File: config.mk
export PLATFORM = sky130hd
export DESIGN_NAME = sparc_ifu_wselpipe
export DESIGN_NICKNAME = d
export VERILOG_FILES = /design/src/rtl/sparc_ifu_wselpipe.sv
export SDC_FILE = /design/constraint.sdc
export NUM_CORES = 1
export LEC_CHECK = 0
export CAP_MARGIN = 20
export CORE_AREA = 2 2 168 170
export CTS_CLUSTER_DIAMETER = 100
export DETAILED_ROUTE_END_ITERATION = 16
export DIE_AREA = 0 0 170 172
export PLACE_DENSITY_LB_ADDON = 0.1
export SETUP_SLACK_MARGIN = 0.15
export SYNTH_ARGS = -nofsm -noshare
export SYNTH_HDL_FRONTEND = slang
export SYNTH_SLANG_ARGS = --single-unit
File: constraint.sdc
create_clock -name rclk -period 2.3 [get_ports rclk]
set_input_delay 0.46 -clock rclk [delete_from_list [all_inputs] [get_ports rclk]]
set_output_delay 0.46 -clock rclk [all_outputs]
set_load 0.01 [all_outputs]
File: src/rtl/sparc_ifu_wselpipe.sv
// Icache way-select pipe: AND-OR way mux for each fetch lane plus an ASI/BIST way read port.
// Latency: fetch s1->s2 1 cycle; ASI request -> wsel_mbist_vld 2 cycles, re-request after 3.
// Backpressure: fetch path has none; ASI accepts only while wsel_ifq_asirdy, holds data until ack.
//
// Ports:
//   rclk, arst_l            clock; async-assert / sync-deassert active-low reset
//   icd_wsel_data_s1        raw way data, lane L way W at [(L*NWAYS+W)*DW +: DW]
//   itlb_wsel_waysel_s1     way select (one-hot or zero), ifq_wsel_fvld_s1 fetch valid
//   wsel_fdp_data_s2/vld_s2 registered selected fetch data (same lane packing), valid
//   wsel_err_s2, wsel_errcnt mutex-error pulse and its saturating 8-bit count
//   ifq_wsel_asireq_f/asiway_f, wsel_ifq_asirdy   ASI read request, way index, ready
//   wsel_mbist_data/vld, mbist_wsel_ack           held ASI read data, valid, consumer ack

module sparc_ifu_wselpipe #(
  parameter  int NWAYS  = 4,
  parameter  int DW     = 34,
  parameter  int NLANES = 2,
  localparam int WW     = (NWAYS > 1) ? $clog2(NWAYS) : 1
) (
  input  logic                     rclk,
  input  logic                     arst_l,

  input  logic [NLANES*NWAYS*DW-1:0] icd_wsel_data_s1,
  input  logic [NWAYS-1:0]         itlb_wsel_waysel_s1,
  input  logic                     ifq_wsel_fvld_s1,

  output logic [NLANES*DW-1:0]     wsel_fdp_data_s2,
  output logic                     wsel_fdp_vld_s2,
  output logic                     wsel_err_s2,
  output logic [7:0]               wsel_errcnt,

  input  logic                     ifq_wsel_asireq_f,
  input  logic [WW-1:0]            ifq_wsel_asiway_f,
  output logic                     wsel_ifq_asirdy,
  output logic [NLANES*DW-1:0]     wsel_mbist_data,
  output logic                     wsel_mbist_vld,
  input  logic                     mbist_wsel_ack
);

  // ---------------------------------------------------------------------------
  // Fetch path
  // ---------------------------------------------------------------------------

  // Flat AND-OR mux: every way is gated by its own select bit and the results
  // are ORed, so a one-hot select passes exactly one way and zero selects none.
  logic [NLANES*DW-1:0] fetch_mux;

  always_comb begin
    fetch_mux = '0;
    for (int l = 0; l < NLANES; l++) begin
      for (int w = 0; w < NWAYS; w++) begin
        fetch_mux[l*DW +: DW] = fetch_mux[l*DW +: DW] |
          (icd_wsel_data_s1[(l*NWAYS + w)*DW +: DW] & {DW{itlb_wsel_waysel_s1[w]}});
      end
    end
  end

  // More than one bit set: clearing the lowest set bit leaves something behind.
  logic multi_hot;
  logic mutex_err;

  assign multi_hot = |(itlb_wsel_waysel_s1 & (itlb_wsel_waysel_s1 - NWAYS'(1)));
  assign mutex_err = ifq_wsel_fvld_s1 & multi_hot;

  // A multi-hot select would OR several ways together; the output is forced to
  // zero instead so downstream never sees a blended instruction word.
  always_ff @(posedge rclk or negedge arst_l) begin
    if (!arst_l) begin
      wsel_fdp_data_s2 <= '0;
      wsel_fdp_vld_s2  <= 1'b0;
      wsel_err_s2      <= 1'b0;
      wsel_errcnt      <= 8'd0;
    end else begin
      if (ifq_wsel_fvld_s1) begin
        wsel_fdp_data_s2 <= mutex_err ? '0 : fetch_mux;
      end
      wsel_fdp_vld_s2 <= ifq_wsel_fvld_s1;
      wsel_err_s2     <= mutex_err;
      // Counter moves in the same cycle the error pulse appears.
      if (mutex_err && (wsel_errcnt != 8'hff)) begin
        wsel_errcnt <= wsel_errcnt + 8'd1;
      end
    end
  end

  // ---------------------------------------------------------------------------
  // ASI / BIST way read
  // ---------------------------------------------------------------------------

  typedef enum logic [1:0] {
    ASI_IDLE = 2'd0,
    ASI_CAPT = 2'd1,
    ASI_HOLD = 2'd2
  } asi_state_t;

  asi_state_t      asi_state;
  logic [WW-1:0]   asi_way_q;
  logic [NLANES*DW-1:0] asi_sel;

  // Way chosen by the registered index, all lanes; independent of waysel/fvld.
  always_comb begin
    asi_sel = '0;
    for (int l = 0; l < NLANES; l++) begin
      asi_sel[l*DW +: DW] = icd_wsel_data_s1[(l*NWAYS + int'(asi_way_q))*DW +: DW];
    end
  end

  // Ready and valid are registered alongside the state so both are clean flop
  // outputs; ready is 1 out of reset so the first post-reset cycle accepts.
  always_ff @(posedge rclk or negedge arst_l) begin
    if (!arst_l) begin
      asi_state       <= ASI_IDLE;
      asi_way_q       <= '0;
      wsel_mbist_data <= '0;
      wsel_mbist_vld  <= 1'b0;
      wsel_ifq_asirdy <= 1'b1;
    end else begin
      case (asi_state)
        ASI_IDLE: begin
          if (ifq_wsel_asireq_f) begin
            asi_way_q       <= ifq_wsel_asiway_f;
            asi_state       <= ASI_CAPT;
            wsel_ifq_asirdy <= 1'b0;
          end
        end
        ASI_CAPT: begin
          wsel_mbist_data <= asi_sel;
          wsel_mbist_vld  <= 1'b1;
          asi_state       <= ASI_HOLD;
        end
        ASI_HOLD: begin
          // Data stays frozen until the consumer acks; requests are dropped.
          if (mbist_wsel_ack) begin
            wsel_mbist_vld  <= 1'b0;
            wsel_ifq_asirdy <= 1'b1;
            asi_state       <= ASI_IDLE;
          end
        end
        default: begin
          wsel_mbist_vld  <= 1'b0;
          wsel_ifq_asirdy <= 1'b1;
          asi_state       <= ASI_IDLE;
        end
      endcase
    end
  end

endmodule
==> impl_results.md <==
- Reg2Reg Depth: 3
- Simple-gate area share of the yosys netlist: 7.91%
- Cells after Synth: 750
- Die height: 172 microns
- TritonCTS clock tree: yes
- CP delay by family, top: buffers and inverters
- CP arrival: 1.55 ns
- Skew-Pair Late Insertion Delay: 0.42 ns
- Fin nets: 1430
- Critical path cell sequence: clkdlybuf4s50_1
- RSZ-0062 raised after global routing: no
- Hold Slack: 0.506 ns
- Seq cells post-synth: 152
- Drc violations: 0
- EDFF count, synth: 0
- Worst Setup Path Type: reg2out
- Setup TNS: 0 ns
- Num CTS Buffers: 17
- Vias: 8321
- Routed Antenna Nets: 0
- Post-synthesis xor/xnor area fraction: 0.400%
- Hold crit path type: reg2reg
- Async set-reset flop share out of synthesis: 100%
- Clock Path Buffers: 2
- Placed insts: 1472
- Clk sinks: 152
- Die width: 170 microns
- Post-CTS Resized: 0
- Share of the synthesized area in the top cell type: 43.1%
- Synthesized net count: 1034
- Flop-to-flop setup slack: 0.50 ns
- Syn_area_per_cell: 11.7 sq um
- Period utilization: 87.3%
- Vias in the first global route: 8588
- Number of max-cap violations: 0
- VDD IR-drop max: 0.472 mV
- Static Leakage: 5.49 nW
- Starting Density: 31.9%
- Largest net degree at the start of global routing: 138
- Final Slew Violations: 0
- Worst reg2reg path startpoint: asi_way_q[0]$_DFFE_PN0P_
- Post-route setup slack: 0.292 ns
- DRT Pass-1 Iters: 5
- GRT Overall Usage: 23.9%
- WP depth: 1
- Worst rel slew slack: 54.6%
- # setup viols final: 0
- Initial antenna violation count: 0
- Vias per cell: 5.52
- Drt first-iter violations: 531
- Crit-path max FO: 3
- Sequential cell area: 3810 sq um
- H-tree levels: 4
- Fraction of the mapped netlist area in compound gates: 16.3%
- Gpl congestion: 0.805
- Yosys cell types: 33
- CP peak stage delay: 0.59 ns
- Prevailing post-synth register cell: dfrtp_1
- CP Buf/Inv Count: 1
- Synth area leaders: dfrtp_1 (43%), mux4_2 (17%), a22oi_1 (12%)
- Clock skew: 0.0106 ns
- Area grow syn2layout: 60.6%
- Outcome: finished, final reports clean
- Critical Path Sink: wsel_ifq_asirdy
- Required time worst endpoint: 1.84 ns
- Power Dens Cells: 1010 nW/um^2
- Core area: 27500 sq um
- Largest area contributor in the netlist: dfrtp_1
- Crit end category: primary output
- Core Rows: 61
- Tmin final: 2.01 ns
- First-pass GRT wire length: 52.1 mm
- Final hold violations: 0
- Fmax: 498 MHz
- Largest family of logic cells by synthesized area: multiplexers
- Area of the multi-input gates: 4570 sq um
- Synth cell count leaders: dfrtp_1 (151), a22oi_1 (136), nor2_1 (72)
- Drt wl/cell: 23.6 microns
- CTS clk-pin slew, worst paths: 0.07 ns
- CP max-delay cell: clkdlybuf4s50_1
- Post-Route Utilization: 51.2%
- Port bufs: 430
- Worst setup SP type: flip-flop
- Setup WS pre-CTS: 0.347 ns
- GRT overflow: 0
- CP Launch Point: wsel_ifq_asirdy$_DFFE_PN1P_
- Post-synthesis sequential area ratio: 43.4%
- CTS root buffer: clkbuf_16
- Synth Warn #: 0
- Post-synth design cell area: 8770 sq um
- Die area: 29200 sq um
- Reg-to-reg endpoint: wsel_mbist_data[22]$_DFFE_PN0P_
- Hold depth: 1
- Setup bufs post-CTS: 0
- Multiplexer area fraction after synthesis: 27.2%
- Detailed Route WL: 35.5 mm
- Cell Count, Final, Fillers Out: 1508
- Transition time of the tightest slew-check pin: 0.681 ns
- Fill count: 2513
- IO Pins: 431
- Count leader, synth: dfrtp_1
- Layout cell share with drive strength beyond 1: 18.1%
- Adder-Cell Fraction of Synth Area: 0.271%
- Post-detail-place hpwl: 24.8 mm
==> worst min-delay path by stage <==
| stage | to | start | slack, ns |
|---|---|---|---|
| 2_1_floorplan | asi_state[0]$_DFFE_PN0P_ | arst_l | 0.16 |
| 3_3_place_gp | wsel_mbist_data[5]$_DFFE_PN0P_ | arst_l | 0.42 |
| 3_5_place_dp | wsel_mbist_data[5]$_DFFE_PN0P_ | arst_l | 0.43 |
| 4_1_cts | wsel_mbist_data[0]$_DFFE_PN0P_ | wsel_mbist_data[0]$_DFFE_PN0P_ | 0.51 |
| 5_1_grt | wsel_mbist_data[30]$_DFFE_PN0P_ | wsel_mbist_data[30]$_DFFE_PN0P_ | 0.52 |
| 6_report | wsel_mbist_data[41]$_DFFE_PN0P_ | wsel_mbist_data[41]$_DFFE_PN0P_ | 0.51 |
==> worst register-to-register path, cell delays in order, from the launching register on <==
cell	delay, ns
dfrtp_4	0.62
buf_12	0.27
mux4_2	0.54
mux2_2	0.27
==> metal layers <==
metal	track usage, %	share of wire, %	vias to the layer above
met5	0	0	-
met4	9.33	2.8	0
met3	7.35	8.7	53
met2	39.6	49	388
met1	29.4	40	4162
li1	-	-	3718
==> power breakdown <==
group	internal, mW	switching (mW)	leakage (nW)	total [mW]
clock	1.69	1.25	0.300	2.94
sequential	3.59	0.747	1.82	4.33
combinational	4.21	2.68	3.37	6.89
total	9.49	4.68	5.49	14.2
==> per-stage QoR <==
step | instance area (sq um) | power [mW]
6_report | 14100 | 14.2
5_1_grt | 14100 | 15.0
4_1_cts | 14100 | 14.4
3_5_place_dp | 13500 | 11.3
3_3_place_gp | 13500 | 11.3
2_1_floorplan | 8770 | 7.89
==> what timing repair did <==
action	in CTS	in global routing
hold endpoints to repair	35	0
setup endpoints to repair	0	0
hold buffers	1	0
==> kinds of logic after synthesis <==
logic type                 Yosys count
AOI/OAI and AO/OA                  214
and+or+nand+nor                    155
DFF                                152
muxes                              141
buffers and inverters               82
xor gates and xnor gates             4
adders and majority gates            2
==> layout make-up <==
cell class,count,share of cell area (%)
diodes,3,0.0533
clock buffers,19,3.22
clock inverters,13,1.13
inverters,3,0.0800
multi-input cells,516,32.5
flip-flops and latches,152,27.1
well taps,346,3.07
repair buffers,456,32.9
==> registers in the layout, summed over array words and instances (netlist names) <==
signal	flops
asi_way_q	2
wsel_fdp_vld_s2	1
wsel_ifq_asirdy	1
asi_state	2
wsel_mbist_vld	1
wsel_err_s2	1
wsel_mbist_data	68
wsel_errcnt	8
wsel_fdp_data_s2	68
==> placed cells by master, fill, tap and decap left out, types with 2 or more instances in the layout <==
cell             instances
a21oi_1                  5
a22oi_1                136
buf_12                  12
buf_2                    4
buf_4                   14
bufinv_16                2
clkbuf_16               17
clkbuf_8                 2
clkdlybuf4s50_1        424
clkinv_4                 3
dfrtp_1                149
dfrtp_4                  2
diode_2                  3
inv_1                    2
inv_6                    3
inv_8                    3
mux2_2                  63
mux2_4                   9
mux4_2                  68
nand2_1                  5
nand3_1                 70
nand4_1                  2
nor2_1                  72
nor4_1                   2
o21ai_0                 68
o22a_1                   2
xnor2_1                  2
xor2_1                   2
Power figures use the tool's default switching activity.
